$ cat src/rtl/idex_stage.sv
// ID/EX pipeline register: load-use hazard detection, bubble/flush insertion,
// global memory-stall hold, WB-to-ID register-file bypass and saturating event counters.
module idex_stage #(
    parameter int unsigned XLEN   = 32,
    parameter int unsigned CTRL_W = 8,
    parameter int unsigned CNT_W  = 16
) (
    input  logic              clk,
    input  logic              rstn,
    input  logic              id_valid,
    input  logic [XLEN-1:0]   id_pc,
    input  logic [4:0]        id_rs1,
    input  logic [4:0]        id_rs2,
    input  logic [4:0]        id_rd,
    input  logic              id_uses_rs1,
    input  logic              id_uses_rs2,
    input  logic [XLEN-1:0]   id_rdata1,
    input  logic [XLEN-1:0]   id_rdata2,
    input  logic [XLEN-1:0]   id_imm,
    input  logic [CTRL_W-1:0] id_ctrl,
    input  logic              id_reg_write,
    input  logic              id_mem_read,
    input  logic              wb_reg_write,
    input  logic [4:0]        wb_rd,
    input  logic [XLEN-1:0]   wb_data,
    input  logic              ex_flush,
    input  logic              mem_stall,
    output logic              stall_if_id,
    output logic              ex_valid,
    output logic [XLEN-1:0]   ex_pc,
    output logic [XLEN-1:0]   ex_rdata1,
    output logic [XLEN-1:0]   ex_rdata2,
    output logic [XLEN-1:0]   ex_imm,
    output logic [4:0]        ex_rs1,
    output logic [4:0]        ex_rs2,
    output logic [4:0]        ex_rd,
    output logic [CTRL_W-1:0] ex_ctrl,
    output logic              ex_reg_write,
    output logic              ex_mem_read,
    output logic [CNT_W-1:0]  bubble_cnt,
    output logic [CNT_W-1:0]  flush_cnt
);

    localparam int unsigned REG_W = 5;

    typedef struct packed {
        logic              valid;
        logic [XLEN-1:0]   pc;
        logic [XLEN-1:0]   rdata1;
        logic [XLEN-1:0]   rdata2;
        logic [XLEN-1:0]   imm;
        logic [REG_W-1:0]  rs1;
        logic [REG_W-1:0]  rs2;
        logic [REG_W-1:0]  rd;
        logic [CTRL_W-1:0] ctrl;
        logic              reg_write;
        logic              mem_read;
    } ex_slot_t;

    ex_slot_t         ex_q, ex_d;
    logic [CNT_W-1:0] bubble_cnt_q, bubble_cnt_d;
    logic [CNT_W-1:0] flush_cnt_q, flush_cnt_d;

    logic hazard_c;
    logic wb_live_c;
    logic wb_hit_id1_c, wb_hit_id2_c, wb_hit_ex1_c, wb_hit_ex2_c;

    // Load in EX whose result an ID source needs before it exists.
    always_comb begin
        hazard_c = ex_q.valid && ex_q.mem_read && ex_q.reg_write && (ex_q.rd != '0)
                   && id_valid
                   && ((id_uses_rs1 && (id_rs1 == ex_q.rd)) ||
                       (id_uses_rs2 && (id_rs2 == ex_q.rd)));
    end

    // x0 is never bypassed.
    always_comb begin
        wb_live_c    = wb_reg_write && (wb_rd != '0);
        wb_hit_id1_c = wb_live_c && (wb_rd == id_rs1);
        wb_hit_id2_c = wb_live_c && (wb_rd == id_rs2);
        wb_hit_ex1_c = wb_live_c && (wb_rd == ex_q.rs1);
        wb_hit_ex2_c = wb_live_c && (wb_rd == ex_q.rs2);
    end

    assign stall_if_id = mem_stall | (hazard_c & ~ex_flush);

    // Priority: hold, flush, load-use bubble, advance.
    always_comb begin
        ex_d         = ex_q;
        bubble_cnt_d = bubble_cnt_q;
        flush_cnt_d  = flush_cnt_q;
        if (mem_stall) begin
            if (wb_hit_ex1_c) ex_d.rdata1 = wb_data;
            if (wb_hit_ex2_c) ex_d.rdata2 = wb_data;
        end else if (ex_flush) begin
            ex_d = '0;
            if (flush_cnt_q != '1) flush_cnt_d = flush_cnt_q + CNT_W'(1);
        end else if (hazard_c) begin
            ex_d = '0;
            if (bubble_cnt_q != '1) bubble_cnt_d = bubble_cnt_q + CNT_W'(1);
        end else if (id_valid) begin
            ex_d.valid     = 1'b1;
            ex_d.pc        = id_pc;
            ex_d.rdata1    = wb_hit_id1_c ? wb_data : id_rdata1;
            ex_d.rdata2    = wb_hit_id2_c ? wb_data : id_rdata2;
            ex_d.imm       = id_imm;
            ex_d.rs1       = id_rs1;
            ex_d.rs2       = id_rs2;
            ex_d.rd        = id_rd;
            ex_d.ctrl      = id_ctrl;
            ex_d.reg_write = id_reg_write;
            ex_d.mem_read  = id_mem_read;
        end else begin
            ex_d = '0;
        end
    end

    always_ff @(posedge clk or negedge rstn) begin
        if (!rstn) begin
            ex_q         <= '0;
            bubble_cnt_q <= '0;
            flush_cnt_q  <= '0;
        end else begin
            ex_q         <= ex_d;
            bubble_cnt_q <= bubble_cnt_d;
            flush_cnt_q  <= flush_cnt_d;
        end
    end

    assign ex_valid     = ex_q.valid;
    assign ex_pc        = ex_q.pc;
    assign ex_rdata1    = ex_q.rdata1;
    assign ex_rdata2    = ex_q.rdata2;
    assign ex_imm       = ex_q.imm;
    assign ex_rs1       = ex_q.rs1;
    assign ex_rs2       = ex_q.rs2;
    assign ex_rd        = ex_q.rd;
    assign ex_ctrl      = ex_q.ctrl;
    assign ex_reg_write = ex_q.reg_write;
    assign ex_mem_read  = ex_q.mem_read;
    assign bubble_cnt   = bubble_cnt_q;
    assign flush_cnt    = flush_cnt_q;

endmodule
$ cat config.mk
export PLATFORM = sky130hd
export DESIGN_NAME = idex_stage
export DESIGN_NICKNAME = d
export VERILOG_FILES = /design/src/rtl/idex_stage.sv
export SDC_FILE = /design/constraint.sdc
export NUM_CORES = 1
export LEC_CHECK = 0
export CAP_MARGIN = 20
export CORE_AREA = 2 2 151 153
export DETAILED_ROUTE_END_ITERATION = 10
export DIE_AREA = 0 0 153 155
export MAX_ROUTING_LAYER = met4
export PLACE_DENSITY = 0.74
export SYNTH_ARGS = -nofsm -noshare
export SYNTH_HDL_FRONTEND = slang
export SYNTH_SLANG_ARGS = --single-unit
$ cat constraint.sdc
create_clock -name clk -period 2.46 [get_ports clk]
set_clock_uncertainty 0.15 [all_clocks]
set_input_delay 0.492 -clock clk [delete_from_list [all_inputs] [get_ports clk]]
set_output_delay 0.492 -clock clk [all_outputs]
set_load 0.03 [all_outputs]
==> flow_metrics.env <==
export IMPL_cts_buffers=17
export IMPL_r2r_start="ex_rd[0]"
export IMPL_antenna_found_initial=2
export IMPL_final_layout_size_suffix_gt1_share_pct=10.45
export IMPL_hold_viol_final=0
export IMPL_start_util_pct=38.86
export IMPL_async_flop_share_pct=100.0
export IMPL_worstHoldStart="flush_cnt[12]"
export IMPL_die_w_um=153
export IMPL_fillers=1805
export IMPL_worstPathRequired_ps=1820
export IMPL_die_area_um2=23720
export IMPL_drt_drc_violations_left=0
export IMPL_synth_area_leaders="dfrtp_1 54%, mux2i_1 15%, a22o_1 9.0%, xnor2_1 4.8%, o22ai_1 4.6%"
export IMPL_startpoint_type="register"
export IMPL_critPathLaunch="ex_rd[0]"
export IMPL_cts_root_buf="clkbuf_16"
export IMPL_seqCellArea_um2=4661
export IMPL_grt_first_pass_wirelength_mm=44.16
export IMPL_critPathArrivalTime_ps=1810
export IMPL_wl_mm=28.02
export IMPL_ant_nets=0
export IMPL_synthFlopType="dfrtp_1"
export IMPL_overflow=0
export IMPL_met1_usage_pct=30.21
export IMPL_p_sw_share_pct=30.95
export IMPL_ys_seq_elements=186
export IMPL_grt_busiest_layer="met2"
export IMPL_r2r_slack_ps=240
export IMPL_timing_final_crit_share_pct=99.67
export IMPL_cts_reportedPaths_clkPinSlew_ps=80
export IMPL_grt_pass1_vias=7813
export IMPL_hold_class="register to register"
export IMPL_hpwl_mm=20.45
export IMPL_cts_htree_levels=4
export IMPL_gp_congestion=0.8496
export IMPL_period_needed_ps=2452
export IMPL_yosysWarnings=0
export IMPL_synth_area_per_cell_um2=12.59
export IMPL_grt_use_met2_pct=40.38
export IMPL_comb_power_share_pct=23.0
export IMPL_final_common_cell="clkdlybuf4s50_1"
export IMPL_use_met3_pct=5.265
export IMPL_drv_cap=0
export IMPL_crit_path_end_kind="output pin"
export IMPL_rows=55
export IMPL_layout_nets=1297
export IMPL_synthCells=686
export IMPL_synth_top_area_share_pct=53.88
export IMPL_syn_num_nets=886
export IMPL_ir_drop_mv=0.3924
export IMPL_synth_edf_count=0
export IMPL_report_final_slew_viol_count=0
export IMPL_yosysSeqAreaShare_pct=53.88
export IMPL_wl_per_cell_um=20.05
export IMPL_track_usage_pct=24.27
export IMPL_grt_max_degree=65
export IMPL_whs_path_depth=1
export IMPL_synth_distinct_cells=37
export IMPL_areaGrowthSynthToFinish_pct=59.41
export IMPL_p_switching_mw=2.470
export IMPL_worstMarginPinSlew_ps=744.3
export IMPL_netlist_area_um2=8638
export IMPL_p_int_mw=5.510
export IMPL_clk_latency_ps=430
export IMPL_yosysTopAreaCell="dfrtp_1"
export IMPL_rr_worst_depth=9
export IMPL_die_h_um=155
export IMPL_multi_input_area_um2=3687
export IMPL_status="finished clean"
export IMPL_clock_power_share_pct=34.0
export IMPL_holdWs_ps=353.1
export IMPL_cts_tree="done"
export IMPL_first_pass_iters=4
export IMPL_cts_sinks=186
export IMPL_design_area_um2=13770
export IMPL_drt_iter0_drc=291
export IMPL_vias=7391
export IMPL_path_class="register to output pin"
export IMPL_p_per_area_nw_per_um2=579.5
export IMPL_rsz0062_at_grt="yes"
export IMPL_final_cell_mix="370 x clkdlybuf4s50_1, 181 x dfrtp_1, 128 x mux2i_1"
export IMPL_dpl_cell_area_um2=13100
export IMPL_core_area_um2=22230
export IMPL_critPathMaxFanout=4
export IMPL_cts_max_path_buffers=2
export IMPL_pwr_share_seq_pct=43.0
export IMPL_portBuffers=384
export IMPL_routed_via_density=5.291
export IMPL_p_leak_nw=5.554
export IMPL_fmax_ghz=0.4079
export IMPL_num_io_pins=385
export IMPL_finalSetupViolations=0
export IMPL_max_slew_margin_pct=50.38
[what timing repair did]
item / CTS / global route
setup endpoints to repair: 1 / 2
pin swaps: 6 / 3
setup buffers: 6 / 2
hold endpoints to repair: 53 / 0
gates resized for setup: 13 / 1
cloned: 0 / 0
hold buffers: 1 / 0
[kinds of logic after synthesis]
family / synth area share, %
xor+xnor: 5.982
buf+inv: 3.751
flops: 53.88
fa+ha+maj: 0.2896
compound gates: 14.93
simple gates: 6.069
mux: 15.09
[sequential cells by signal (all words and copies together) (netlist names)]
name and flops:
ex_imm 32, ex_pc 32, ex_rdata1 32, ex_rdata2 32, bubble_cnt 16, flush_cnt 16, ex_ctrl 8, ex_rd 5
ex_rs1 5, ex_rs2 5, ex_mem_read 1, ex_reg_write 1, ex_valid 1
[Yosys cell counts, drive strengths merged (3+ instances only)]
cell type and count:
dfrtp 186, mux2i 128, a22o 89, o22ai 65
xnor2 47, clkbuf 34, nand4 22, buf 19
nand2 13, nand3 13, xor2 12, nor2 10
and3 6, nor4 6, inv 5, nor3 5
a21oi 3, and4 3
[power groups by stage]
stage	sequential, mW	combinational [mW]	clock [mW]
6_report	3.43	1.84	2.71
5_1_grt	3.46	1.95	2.91
4_1_cts	3.43	1.85	2.77
3_5_place_dp	3.48	1.83	0
3_3_place_gp	3.48	1.82	0
2_1_floorplan	3.85	0.447	0
[cell type report]
type	count	area share, %
clock inverters	15	1.145
flip-flops and latches	186	33.85
clock buffers	17	3.089
inverters	5	0.1363
diodes	2	0.03634
repair buffers	445	32.38
multi-input cells	442	26.78
well taps	285	2.589
[per-layer routing]
metal	wire length, um	share of wire, %
met1	11900	42
met2	13940	50
met3	1711	6.1
met4	464	1.7
met5	0	0
[per-stage QoR]
| stage | util (%) | instances | setup slack, ps | power [mW] | TNS, ps |
|---|---|---|---|---|---|
| CTS | 61.85 | 1393 | -91.68 | 8.050 | -91.68 |
| floorplan | - | 686 | 25.60 | 4.293 | 0 |
| global route | 61.95 | 1397 | -89.04 | 8.315 | -89.04 |
| finish | 61.95 | 1397 | 8.193 | 7.980 | 0 |
| detailed placement | 58.95 | 1354 | -254.7 | 5.317 | -18410 |
| global placement | 58.95 | 1354 | -243.2 | 5.298 | -16120 |
[critical path: stages, from the launching register on]
cell and delay, ps:
dfrtp_2 450, xnor2_1 180, nand4_1 160, o22ai_4 180, nand2_1 100, o21ai_2 160, buf_6 150
[final timing paths]
path | to
min in group asynchronous | ex_rdata1[15]
setup / recovery | stall_if_id
setup reg to reg | ex_rdata2[13]
hold / removal | flush_cnt[12]
hold reg to reg | flush_cnt[12]
max in group asynchronous | ex_pc[2]
No activity file was read; power rests on OpenSTA's default activity.
